$ cat src/rtl/write_back_regfile.sv
// Write-back stage with the architectural register file.
// Retires one instruction per cycle: it writes valE/valM to their destination
// registers and counts the retirement. A non-AOK status freezes the machine
// until reset. Read ports are combinational and never bypass same-cycle data.
module write_back_regfile #(
   parameter int NREG = 15
) (
   input  logic        clk_i,
   input  logic        rst_n_i,
   input  logic        valid_i,
   input  logic [3:0]  icode_i,
   input  logic [2:0]  stat_i,
   input  logic        dmem_error_i,
   input  logic [63:0] valE_i,
   input  logic [63:0] valM_i,
   input  logic [3:0]  dstE_i,
   input  logic [3:0]  dstM_i,
   input  logic [3:0]  srcA_i,
   input  logic [3:0]  srcB_i,
   output logic [63:0] valA_o,
   output logic [63:0] valB_o,
   output logic [2:0]  stat_o,
   output logic        halted_o,
   output logic [63:0] retired_o
);

   typedef enum logic [2:0] {
      STAT_AOK = 3'd1,
      STAT_HLT = 3'd2,
      STAT_ADR = 3'd3,
      STAT_INS = 3'd4
   } stat_e;

   localparam logic [3:0] RNONE = 4'hF;

   logic [63:0] regs_q [NREG];
   logic [63:0] regs_d [NREG];
   stat_e       stat_q;
   stat_e       stat_d;
   logic [63:0] retired_q;
   logic [63:0] retired_d;

   logic [2:0]  eff_stat;
   logic        halted;
   logic        retire;
   logic        fault;

   // icode is informational only; halting relies on the upstream status.
   logic        unused_icode;
   assign unused_icode = ^icode_i;

   // An id addresses a real register only if it is not RNONE and in range.
   function automatic logic id_ok(input logic [3:0] id);
      return (id != RNONE) && (int'(id) < NREG);
   endfunction

   // Decide whether this cycle retires, faults, or does nothing.
   always_comb begin
      eff_stat = (valid_i && dmem_error_i) ? STAT_ADR : stat_i;
      halted   = (stat_q != STAT_AOK);
      retire   = valid_i && !halted && (eff_stat == STAT_AOK);
      fault    = valid_i && !halted && (eff_stat != STAT_AOK);
   end

   // Next-state for registers, status and retirement counter; valM is applied
   // after valE so that the memory result wins when both target one register.
   always_comb begin
      regs_d    = regs_q;
      stat_d    = stat_q;
      retired_d = retired_q;
      if (retire) begin
         if (id_ok(dstE_i)) regs_d[dstE_i] = valE_i;
         if (id_ok(dstM_i)) regs_d[dstM_i] = valM_i;
         retired_d = retired_q + 64'd1;
      end else if (fault) begin
         case (eff_stat)
            STAT_HLT: stat_d = STAT_HLT;
            STAT_ADR: stat_d = STAT_ADR;
            STAT_INS: stat_d = STAT_INS;
            default:  stat_d = STAT_INS;
         endcase
      end
   end

   // State registers; reset clears everything immediately, dropping any
   // write that was about to happen.
   always_ff @(posedge clk_i or negedge rst_n_i) begin
      if (!rst_n_i) begin
         regs_q    <= '{default: '0};
         stat_q    <= STAT_AOK;
         retired_q <= '0;
      end else begin
         regs_q    <= regs_d;
         stat_q    <= stat_d;
         retired_q <= retired_d;
      end
   end

   // Combinational read ports; RNONE and out-of-range ids read as zero.
   always_comb begin
      valA_o = id_ok(srcA_i) ? regs_q[srcA_i] : '0;
      valB_o = id_ok(srcB_i) ? regs_q[srcB_i] : '0;
   end

   assign stat_o    = stat_q;
   assign halted_o  = (stat_q != STAT_AOK);
   assign retired_o = retired_q;

endmodule

$ cat config.mk
export PLATFORM = sky130hd
export DESIGN_NAME = write_back_regfile
export DESIGN_NICKNAME = d
export VERILOG_FILES = /design/src/rtl/write_back_regfile.sv
export SDC_FILE = /design/constraint.sdc
export NUM_CORES = 2
export LEC_CHECK = 0
export CAP_MARGIN = 15
export CORE_ASPECT_RATIO = 0.6
export CORE_MARGIN = 5
export CORE_UTILIZATION = 40
export CTS_CLUSTER_DIAMETER = 60
export CTS_CLUSTER_SIZE = 14
export DETAILED_ROUTE_END_ITERATION = 7
export GPL_TIMING_DRIVEN = 1
export HOLD_SLACK_MARGIN = 0.06
export PLACE_DENSITY = 0.57
export SYNTH_ARGS = -nofsm -noshare
export SYNTH_HDL_FRONTEND = slang
export SYNTH_SLANG_ARGS = --single-unit
$ cat constraint.sdc
create_clock -name clk_i -period 8.9 [get_ports clk_i]
set_input_delay 1.78 -clock clk_i [delete_from_list [all_inputs] [get_ports clk_i]]
set_output_delay 1.78 -clock clk_i [all_outputs]
set_load 0.1 [all_outputs]
## After elaboration in Yosys (flattened, before gate mapping)

Cells that the tools add are included.

| word-level totals | value |
|---|---|
| flip-flop bits (word level) | 1027 |
| bits in latches | 0 |
| RAM bits | 0 |
| bits in read-only memories | 0 |
| output and inout port bits | 196 |
| logic and storage cells | 73 |
| memories | 0 |

| operators by class | value |
|---|---|
| $add $sub $neg | 1 |
| multipliers | 0 |
| div/mod/pow operators | 0 |
| magnitude comparators | 10 |
| eq/ne operators | 9 |
| shifts and indexed selects | 0 |
| mux-type cells | 19 |
| bitwise operators | 5 |
| reductions and logical operators | 12 |

Operators with widths:

| cell | number |
|---|---|
| 2-to-1 mux 960 bit | 3 |
| bitwise mux 960 bit | 2 |
| binary-select mux 64 bit (select 4 bit) | 2 |
| demux 64 bit (select 4 bit) | 2 |
| 2-to-1 mux 64 bit | 8 |
| adder 64 x 1 -> 64 bit, second input constant | 1 |
| greater-or-equal comparator 5 bit, second input constant | 4 |
| NOT 4 -> 5 bit | 4 |
| < comparator 4 bit, second input constant | 4 |
| inequality test 4 bit, second input constant | 4 |
| logical AND 1 bit | 10 |
| < comparator 5 x 1 -> 1 bit, second input constant | 2 |
| equality test 3 x 2 -> 1 bit, second input constant | 2 |
| inequality test 3 x 1 -> 1 bit, second input constant | 2 |
| one-hot mux 3 bit (2 select lines) | 1 |
| equality test 3 x 1 -> 1 bit, second input constant | 1 |
| 2-to-1 mux 3 bit | 1 |
| AND reduction 2 bit | 1 |
| zero test 1 bit | 1 |
| NOT 1 bit | 1 |

## Longest topological paths before layout

| logic depth | value |
|---|---|
| word-level depth | 10 |
| gate-level depth with buffers | 9 |
| gate-level depth less buffers | 6 |

## Least setup slack after synthesis

OpenSTA, ideal clock, no wires.

| timing | value |
|---|---|
| path kind | input-to-output |
| start point | input port srcB_i[0] |
| end point | output port valB_o[0] |
| arrival time | 3941 ps |
| data required time | 7120 ps |
| path slack | 3179 ps |
| stages on the path | 5 |
| cells stage by stage | clkbuf_1 -> buf_2 -> buf_1 -> mux4_2 -> mux4_2 |

| between the ends | value |
|---|---|
| cells in the longest elaborated chain, start to end | 5 |
| elaborated cells between the ends (all ways) | 8 |
| those cells by class | order compare: 1; eq/ne: 1; mux: 4; bitwise: 1; reduce/logical: 1 |

Ends and longest elaborated chain:

| what | RTL line | source |
|---|---|---|
| start: declaration | 19 | `input logic [3:0] srcB_i,` |
| NOT 4 -> 5 bit (implied by the code) | 102 | `valB_o = id_ok(srcB_i) ? regs_q[srcB_i] : '0;` |
| binary-select mux 64 bit (select 4 bit) | 102 |  |
| 2-to-1 mux 64 bit (implied by the code) (2 in a row) | 102 |  |
| 2-to-1 mux 64 bit * | 102 |  |
| end: declaration | 21 | `output logic [63:0] valB_o,` |

Every way passes the cells marked *; elsewhere a longest branch is shown, timed or not. The select of a mux whose other input is x is not followed.

## Worst setup path in the final report

| timing | value |
|---|---|
| start point | input port srcB_i[1] |
| end point | output port valB_o[33] |

The elaborated chain is that of the path after synthesis.

==> flow_summary.toml <==
[status]
status = "finished, final reports clean"

[synthesis]
synth_edf_count = 0
yosysTopAreaCellShare_pct = 43.0
synth.net_count = 6037
synth_area_sq_mm = 0.0597
avgSynthCellArea_sq_um = 10.2
ys_ff_latch = 1027
yosys-top-cells-area = "dfrtp_1 43%, mux4_2 19%, o22ai_1 9.2%"
synthCells = 5881
ys_warn_count = 0
ys_seq_area_share_pct = 43.0
ys.flop_type = "dfrtp_1"
synth_top_cell_by_area = "dfrtp_1"
ys_types = 49
synthArstFlopShare_pct = 100

[route]
drt-initial-drc-count = 9948
routed_wl_mm = 280
drcViolationCount = 0
route.vias.total = 56200
via_per_inst = 7.20
antenna_left = 0
wl_per_cell_um = 35.9
drt_first_pass_iters = 6

[cts]
clkSinkCount = 1027
cts_max_level = 3
cts.path.max_buffers = 3
clk_pin_slew_worst_paths_ps = 60
numCtsBuffers = 92
cts_setup_buffers = 0
cts_resized = 0
root_buffer = "clkbuf_16"
cts_hold_buf = 0
clock_latency_ps = 720
cts_tree = "done"

[critical_path]
crit_type = "in -> out"
timing.rr.end = "regs_q[688]"
reg2reg_from = "stat_o[0]"
crit_buf_inv = 3
critPathMaxFanout = 87
reg2reg_slack_ps = 4900
worst_path_max_delay_cell = "clkdlybuf4s50_1"
cp_cell_sequence = "buf_8, buf_4, mux4_2, mux4_2, clkdlybuf4s50_1"
cp_top_family = "buffers and inverters"
critPathArrivalTime_ps = 5460
path_common_cell = "mux4_2"
reg2reg_depth = 7
max_stage_delay_ps = 1040
required_ps = 7120
cp-start-kind = "primary input"
end_kind = "primary output"

[floorplan]
die_w_um = 509
initial_core_util_pct = 40.4
core.rowCount = 109
core_area_sq_mm = 0.148
dieHeight_um = 309
num_io_pins = 351
die_area_sq_mm = 0.157

[timing]
max-slew-margin-rel_pct = 7.03
worst_slew_pin_slew_ps = 1390
setup-violations-final = 0
setup_ws_ps = 1660
fin_crit_sh_pct = 81.4
whs_ps = 498
hold_viol = 0
rsz0062_at_grt = "false"
tns_ps = 0
max_freq_ghz = 0.138
period_minus_slack_ps = 7240
slew_viol_final = 0
fin_skew_ps = 28.9

[power]
leakage_uw = 0.0278
ir_drop_uv = 182
power_uw = 9880
p_per_area_mw_per_mm2 = 146

[global_routing]
antenna_found_initial = 29
grt_pass1_vias = 53400
grt_max_degree = 183
grt.overflow.total = 0
grt_util_all_layers_pct = 34.5
grt_pass1_wl_mm = 398

[hold_path]
hold_path_end = "retired_o[63]"
whs_path_depth = 1
min_path_type = "reg -> reg"
min-delay-start = "retired_o[63]"

[place]
dpl.hpwl_mm = 152
gp_congestion = 0.875
dp_slack_ps = 1800
portBuffers = 346

[finish]
fill_cells = 13700
areaGrowthSynthToFinish_pct = 13.1
drive_above_1_share_pct = 14.6
final_nets = 5892
layout.area.seq_sq_mm = 0.0257
final_common_cell = "dfrtp_1"
layout_common_cells = "1,026 x dfrtp_1, 897 x nor2_1, 883 x o22ai_1"
multi_input_area_sq_mm = 0.0316

[run]
maxCapViolations = 0
how the worst max path moves through the flow:
stage / from / endpoint / cells after the start
floorplan: srcB_i[0] / valB_o[0] / 5
CTS: srcB_i[1] / valB_o[33] / 5
finish: srcB_i[1] / valB_o[33] / 5
detailed placement: srcB_i[1] / valB_o[33] / 5
global route: srcB_i[1] / valB_o[33] / 6
global placement: srcB_i[1] / valB_o[33] / 5
Yosys cell counts (2+ instances only):
library cell and count:
dfrtp_1 1026, nor2_1 898, o22ai_1 883, a21oi_1 820, mux4_2 512, clkbuf_1 502, nand2_1 254, o21ai_0 166
buf_2 133, mux2i_1 128, a22o_1 110, buf_1 76, nand2b_1 56, xor2_1 32, nand3_1 31, xnor2_1 31
nor3_1 25, nand4_1 24, o32ai_1 20, o2bb2ai_1 19, a32oi_1 18, and2_1 17, a22oi_1 15, inv_1 13
nor4_1 13, a21oi_2 10, nor2b_1 10, and3_1 4, and4_1 4, or3_1 4, a21o_1 3, o21a_1 3
o21ai_1 3, a31oi_1 2, nand4_2 2
registers in the layout (all words and copies together), names as in the netlist:
name,cells
stat_o,3
regs_q,960
retired_o,64
stage by stage:
stage	utilization [%]	cells	cell area [sq um]
after global placement	43.7	7639	64600
after global routing	45.7	7791	67500
final	45.7	7803	67600
after detailed placement	43.7	7639	64600
after floorplan	-	5881	59700
after CTS	45.6	7773	67500
routing by layer:
| metal | GRT usage, % | share of wire (%) | vias to the layer above |
|---|---|---|---|
| li1 | - | - | 22000 |
| met1 | 48.5 | 38 | 28500 |
| met2 | 47.5 | 41 | 4909 |
| met3 | 13.5 | 16 | 803 |
| met4 | 14.4 | 4.4 | 14 |
| met5 | 0.0296 | 0.10 | - |
logic make-up after synthesis:
family / count (synthesis) / share of synthesized area [%]
fa+ha+maj: 1 / 0.0209
simple gates: 1353 / 9.34
flops: 1027 / 43.0
mux: 640 / 21.4
xor+xnor: 63 / 0.924
buf+inv: 724 / 4.83
compound gates: 2073 / 20.4
layout make-up:
type                            count  area share (%)
Antenna cell                       29           0.107
Clock buffer                      107            3.72
Clock inverter                     27           0.568
Inverter                           13          0.0722
Multi-Input combinational cell   4130            46.8
Sequential cell                  1027            38.0
Tap cell                         1998            3.70
Timing Repair Buffer              472            7.00
power by group:
group | switching [uW] | total, uW | internal (uW)
logic | 730 | 1010 | 284
clock network | 1990 | 4200 | 2210
registers | 0 | 4660 | 4660
total | 2720 | 9880 | 7160
Note: power is estimated with default switching activity, not from simulation.
